## src/rtl/shift_reg_burst.sv

```systemverilog
// ============================================================================
// shift_reg_burst : WIDTH-bit universal shift register with a self-timed
//                   right-shift burst engine (busy/done status).
// Revision 1.0 - initial release
// ============================================================================
`default_nettype none

module shift_reg_burst #(
    parameter int               WIDTH   = 8,
    parameter logic [WIDTH-1:0] RST_VAL = {WIDTH{1'b0}},
    parameter int               CW      = $clog2(WIDTH + 1)
) (
    input  logic             clk_i,
    input  logic             rst_ni,
    input  logic             en_i,
    input  logic [2:0]       mode_i,
    input  logic [WIDTH-1:0] d_i,
    input  logic             sin_i,
    input  logic             start_i,
    input  logic [CW-1:0]    cnt_i,
    output logic [WIDTH-1:0] q_o,
    output logic             sout_o,
    output logic             busy_o,
    output logic             done_o
);

    typedef enum logic [0:0] {
        S_IDLE  = 1'b0,
        S_SHIFT = 1'b1
    } state_t;

    localparam logic [CW-1:0] C_WIDTH = CW'(WIDTH);

    localparam logic [2:0] C_HOLD   = 3'b000;
    localparam logic [2:0] C_LOAD   = 3'b001;
    localparam logic [2:0] C_SHL    = 3'b010;
    localparam logic [2:0] C_SHR    = 3'b011;
    localparam logic [2:0] C_ROTL   = 3'b100;
    localparam logic [2:0] C_ROTR   = 3'b101;
    localparam logic [2:0] C_CLEAR  = 3'b110;
    localparam logic [2:0] C_INVERT = 3'b111;

    state_t           state_q, state_d;
    logic [CW-1:0]    rem_q, rem_d;
    logic [WIDTH-1:0] reg_q, reg_d;
    logic             busy_q, busy_d;
    logic             done_q, done_d;
    logic [CW-1:0]    cnt_sat;

    // Requests longer than the register saturate to a full-width burst.
    assign cnt_sat = (cnt_i > C_WIDTH) ? C_WIDTH : cnt_i;

    always_ff @(posedge clk_i or negedge rst_ni) begin
        if (!rst_ni) begin
            state_q <= S_IDLE;
            rem_q   <= '0;
            reg_q   <= RST_VAL;
            busy_q  <= 1'b0;
            done_q  <= 1'b0;
        end else begin
            state_q <= state_d;
            rem_q   <= rem_d;
            reg_q   <= reg_d;
            busy_q  <= busy_d;
            done_q  <= done_d;
        end
    end

    always_comb begin
        state_d = state_q;
        rem_d   = rem_q;
        reg_d   = reg_q;
        busy_d  = busy_q;
        done_d  = 1'b0;
        unique case (state_q)
            S_IDLE: begin
                if (start_i) begin
                    rem_d = cnt_sat;
                    if (cnt_sat != '0) begin
                        state_d = S_SHIFT;
                        busy_d  = 1'b1;
                    end else begin
                        done_d  = 1'b1;
                    end
                end else if (en_i) begin
                    unique case (mode_i)
                        C_HOLD:   reg_d = reg_q;
                        C_LOAD:   reg_d = d_i;
                        C_SHL:    reg_d = {reg_q[WIDTH-2:0], sin_i};
                        C_SHR:    reg_d = {sin_i, reg_q[WIDTH-1:1]};
                        C_ROTL:   reg_d = {reg_q[WIDTH-2:0], reg_q[WIDTH-1]};
                        C_ROTR:   reg_d = {reg_q[0], reg_q[WIDTH-1:1]};
                        C_CLEAR:  reg_d = '0;
                        C_INVERT: reg_d = ~reg_q;
                        default:  reg_d = reg_q;
                    endcase
                end
            end
            S_SHIFT: begin
                reg_d = {sin_i, reg_q[WIDTH-1:1]};
                rem_d = rem_q - 1'b1;
                if (rem_q == CW'(1)) begin
                    state_d = S_IDLE;
                    busy_d  = 1'b0;
                    done_d  = 1'b1;
                end
            end
            default: state_d = S_IDLE;
        endcase
    end

    assign q_o    = reg_q;
    assign sout_o = reg_q[0];
    assign busy_o = busy_q;
    assign done_o = done_q;

endmodule

`default_nettype wire

```

## config.mk

```make
export PLATFORM = sky130hd
export DESIGN_NAME = shift_reg_burst
export DESIGN_NICKNAME = d
export VERILOG_FILES = /design/src/rtl/shift_reg_burst.sv
export SDC_FILE = /design/constraint.sdc
export NUM_CORES = 1
export LEC_CHECK = 0
export ABC_AREA = 1
export CAP_MARGIN = 40
export CORE_MARGIN = 5
export CORE_UTILIZATION = 40
export CTS_CLUSTER_SIZE = 8
export DETAILED_ROUTE_END_ITERATION = 10
export GPL_ROUTABILITY_DRIVEN = 0
export GPL_TIMING_DRIVEN = 0
export PLACE_DENSITY_LB_ADDON = 0.05
export SETUP_SLACK_MARGIN = 0.02
export SLEW_MARGIN = 20
export SYNTH_ARGS = -nofsm -noshare
export SYNTH_HDL_FRONTEND = slang
export SYNTH_SLANG_ARGS = --single-unit
```

## constraint.sdc

```tcl
create_clock -name clk_i -period 1.15 [get_ports clk_i]
set_clock_uncertainty 0.05 [all_clocks]
set_input_delay 0.23 -clock clk_i [delete_from_list [all_inputs] [get_ports clk_i]]
set_output_delay 0.23 -clock clk_i [all_outputs]
set_load 0.01 [all_outputs]
```

Word level (Yosys, flattened, before mapping). Cells that the tools add are included.

Register bits: 15. Bits of input ports: 20. Output and inout port bits: 11. Logic and storage cells: 46.

Add/sub/neg operators: 1. Magnitude comparators: 1. Eq/ne operators: 14. Muxes and demuxes: 19. Bitwise logic cells: 2. Reductions and logical operators: 4.

Operators with widths (count): 8-bit one-hot mux with 7 select lines (1); 8-bit 2-to-1 mux (2); 8-bit one-hot mux with 2 select lines (1); 3-bit equality test (second input constant) (4); 2-bit inequality test (second input constant) (5); 1-bit 2-to-1 mux (9); 4-bit 2-to-1 mux (2); 8-bit NOT (1); 4-bit one-hot mux with 2 select lines (1); 3-bit by 2-bit equality test with 1-bit output (second input constant) (2); 1-bit one-hot mux with 2 select lines (3); 3-bit AND reduction (2); 4-bit by 1-bit equality test with 1-bit output (second input constant) (1); 4-bit greater-than comparator (second input constant) (1); 4-bit nonzero test (1); 4-bit by 1-bit subtractor with 4-bit output (second input constant) (1); 3-bit by 1-bit equality test with 1-bit output (second input constant) (1); 3-bit logical NOT (1); 2-bit by 1-bit inequality test with 1-bit output (second input constant) (1); 1-bit NOT (1).

Longest topological paths before layout.
Depth in word-level cells: 6. Gate-level depth with buffers: 8. Gate-level depth less buffers: 7.

Worst setup path after synthesis. OpenSTA, ideal clock, no wires.

Path kind: register -> register. From: reg state_q. To: reg rem_q[2]. Setup time: 0.090 ns. Arrival: 0.912 ns. Data required time: 1.010 ns. Setup slack: 0.098 ns. Stages on the path, launching flop included: 5. Path buffers: 1. Period minus slack after synthesis: 1.052 ns. Cell sequence: dfrtp_1 > buf_2 > nor2_4 > nand2_1 > o221ai_1.

Longest elaborated chain between the ends: 2. Elaborated cells between the ends (all ways): 3. Those cells by class: eq/ne: 1; mux: 1; bitwise: 1.

Ends and longest elaborated chain: start, declared (RTL line 43) `state_t state_q, state_d;`; start signal, assigned (RTL line 61) `state_q <= state_d;`; 1-bit NOT; 4-bit one-hot mux with 2 select lines / 2-bit inequality test (equally long branches); end signal, assigned (RTL line 62) `rem_q <= rem_d;`; end, declared (RTL line 44) `logic [CW-1:0] rem_q, rem_d;`.

Several ways; a longest one is shown, not always the timed one. A chain may end at the register's enable or synchronous reset.

Worst setup path in the final report.
From: reg reg_q[0] (netlist: q_o[0]). To: out q_o[0].

RTL lines: start, declared (RTL line 45) `logic [WIDTH-1:0] reg_q, reg_d;`; start signal, assigned (RTL line 63) `reg_q <= reg_d;`; end, declared (RTL line 21) `output logic [WIDTH-1:0] q_o,`.

No word-level cell between the ends.

==> results_dict.tcl <==
set metrics [dict create \
    fin_ws_ps -87.8 \
    synth.distinct_cells 27 \
    cts_buffers 3 \
    die_area_mm2 0.00439 \
    r2r_end "q_o[5]$_DFFE_PN0P_" \
    worstMarginPinSlew_ps 689 \
    syn_to_final_growth_pct 42.6 \
    required_ps 870 \
    rrSetupSlack_ps -60 \
    fin_area_mm2 0.00181 \
    ys.flop_type "dfrtp_1" \
    syn_inst 179 \
    synthTopCellsByArea "dfrtp_1 30%, nand2_1 17%, inv_1 6.8%" \
    synth_nets 201 \
    drt_iter0_drc 87 \
    cp-startpoint "q_o[0]$_DFFE_PN0P_" \
    endpoint_kind "primary output" \
    synth.avg_cell_area_um2 7.07 \
    yosys.area.top_type "dfrtp_1" \
    p_leak_nw 0.932 \
    synth_top_area_share 0.296 \
    arrival_ps 960 \
    clock.fmax_ghz 0.808 \
    vias 1303 \
    instances_no_fill 268 \
    cts.path.max_buffers 2 \
    synth-edff-count 0 \
    ant_nets 0 \
    die_y_um 66.3 \
    cts_hold_buffers 0 \
    initial_utilization 0.415 \
    grt_usage 0.161 \
    clock-sinks 15 \
    post-route-period-util 1.08 \
    portBuffers 27 \
    grt_max_degree 16 \
    period_needed_ps 1240 \
    pin_count 31 \
    cts_root_buf "clkbuf_4" \
    vias_per_cell 4.86 \
    place_ws_ps -324 \
    setup_viol 10 \
    violations "setup timing" \
    grt_overflow_total 0 \
    die_w_um 66.3 \
    synthesis.area_mm2 0.00127 \
    n_antenna_cell 0 \
    criticalPathCategory "reg -> out" \
    antenna_found_initial 0 \
    r2r_cells 6 \
    place_area_mm2 0.00159 \
    cts_htree_levels 1 \
    max_cap_viol_count 0 \
    yosysMostFrequentCell "nand2_1" \
    clk_pin_slew_ps 100 \
    drt-total-wl_um 3330 \
    final-hold-violation-count 0 \
    yosysWarnings 0 \
    total_power_mw 3.53 \
    slew_viol_final 0 \
    power.density_mw_per_mm2 1950 \
    wire_per_inst_um 12.4 \
    ys_ff_latch 15 \
    clk_latency_ps 290 \
    async_flop_share 1.00 \
    dr.pass1.iters 4 \
    num-nets-final 247 \
    peakVddDrop_mv 1.15 \
    core_area_mm2 0.00305 \
    grt_pass1_vias 1185 \
    worstSetupStartpointType "register" \
    hpwl_um 2340 \
    grt_first_pass_wirelength_um 5550 \
    place_inst 250 \
    num_rows 20 \
    status "complete, but fails checks" \
    worstPathMaxFanout 3 \
    hp-class "in -> async" \
    timing.rr.start "state_q$_DFF_PN0_" \
    grt_setup_unrepaired "true" \
    synth_commonest_cells "57 x nand2_1, 23 x inv_1, 15 x dfrtp_1, 15 x nor2_1, 14 x nand3_1" \
    max-slew-margin-rel 0.539 \
    drc 0 \
    cts_tree "yes" \
    drive_above_1_share 0.317 \
    ys_seq_area_frac 0.296 \
]
-- metrics by stage --
step	hold slack [ps]	setup TNS [ps]	util
floorplan	-116	0	-
global placement	435	-5860	0.521
detailed placement	443	-5980	0.521
CTS	329	-333	0.552
global route	365	-1150	0.591
finish	293	-422	0.591
-- sequential cells by signal, summed over array words and instances, names as in the netlist --
signal and flops:
q_o 8, state_q 1, done_o 1, rem_q 4, busy_o 1
-- logic make-up after synthesis --
kind of cell	count (synthesis)	share of synthesized area
xor gates and xnor gates	1	0.00692
and+or+nand+nor	107	0.445
buffers and inverters	33	0.139
AOI/OAI and AO/OA	21	0.0929
adders and majority gates	2	0.0198
DFF	15	0.296
-- power by group --
part	switching, mW	total (mW)	internal [mW]
Combinational	1.11	2.25	1.14
Sequential	0.181	0.956	0.775
Clock	0.183	0.318	0.135
-- layer usage --
layer	global-route usage	part of all wire
met1	0.219	0.47
met2	0.261	0.48
met3	0.0238	0.045
met4	0.0457	0.012
met5	0	0
-- worst max path at each step --
stage | slack [ps] | to | cells past startpoint
after floorplan | 100 | rem_q[2]$_DFFE_PN0P_ | 4
after global placement | -330 | q_o[5]$_DFFE_PN0P_ | 6
after detailed placement | -320 | q_o[5]$_DFFE_PN0P_ | 6
after CTS | -90 | q_o[0] | 2
after global routing | -130 | q_o[5]$_DFFE_PN0P_ | 6
final | -90 | q_o[0] | 2
-- cell type report --
cell class                 instances  area (um^2)
clock buffer                       4         26.3
multi-input combinational        131          771
tap                               44         55.1
timing repair buffer              41          378
fill                             305         1250
sequential                        15          379
buffer                             7         91.3
inverter                          26          105
-- cells in the final DEF, fill, tap and decap left out, types with 4 or more instances in the layout --
cell / Yosys / final
nand2_1: 57 / 54
buf_4: 1 / 10
inv_1: 23 / 20
dfrtp_1: 15 / 12
nor2_1: 15 / 13
clkdlybuf4s50_1: 0 / 16
nand2_4: 3 / 4
o21ai_1: 13 / 14
buf_6: 3 / 11
nand4_1: 5 / 5
nand3_2: 3 / 4
nand3_1: 14 / 13
nor2_4: 3 / 4
buf_2: 2 / 7
inv_2: 1 / 4
-- what timing repair did --
item	CTS	global route
cloned	0	0
pin swaps	6	3
endpoints found under the setup margin	24	24
resized for setup	58	18
buffers inserted	12	4
-- worst max-delay path, stage by stage (launching register included) --
cell and delay, ps:
dfrtp_2 440, buf_6 120, buf_6 110
No activity file was read; power rests on OpenSTA's default activity.
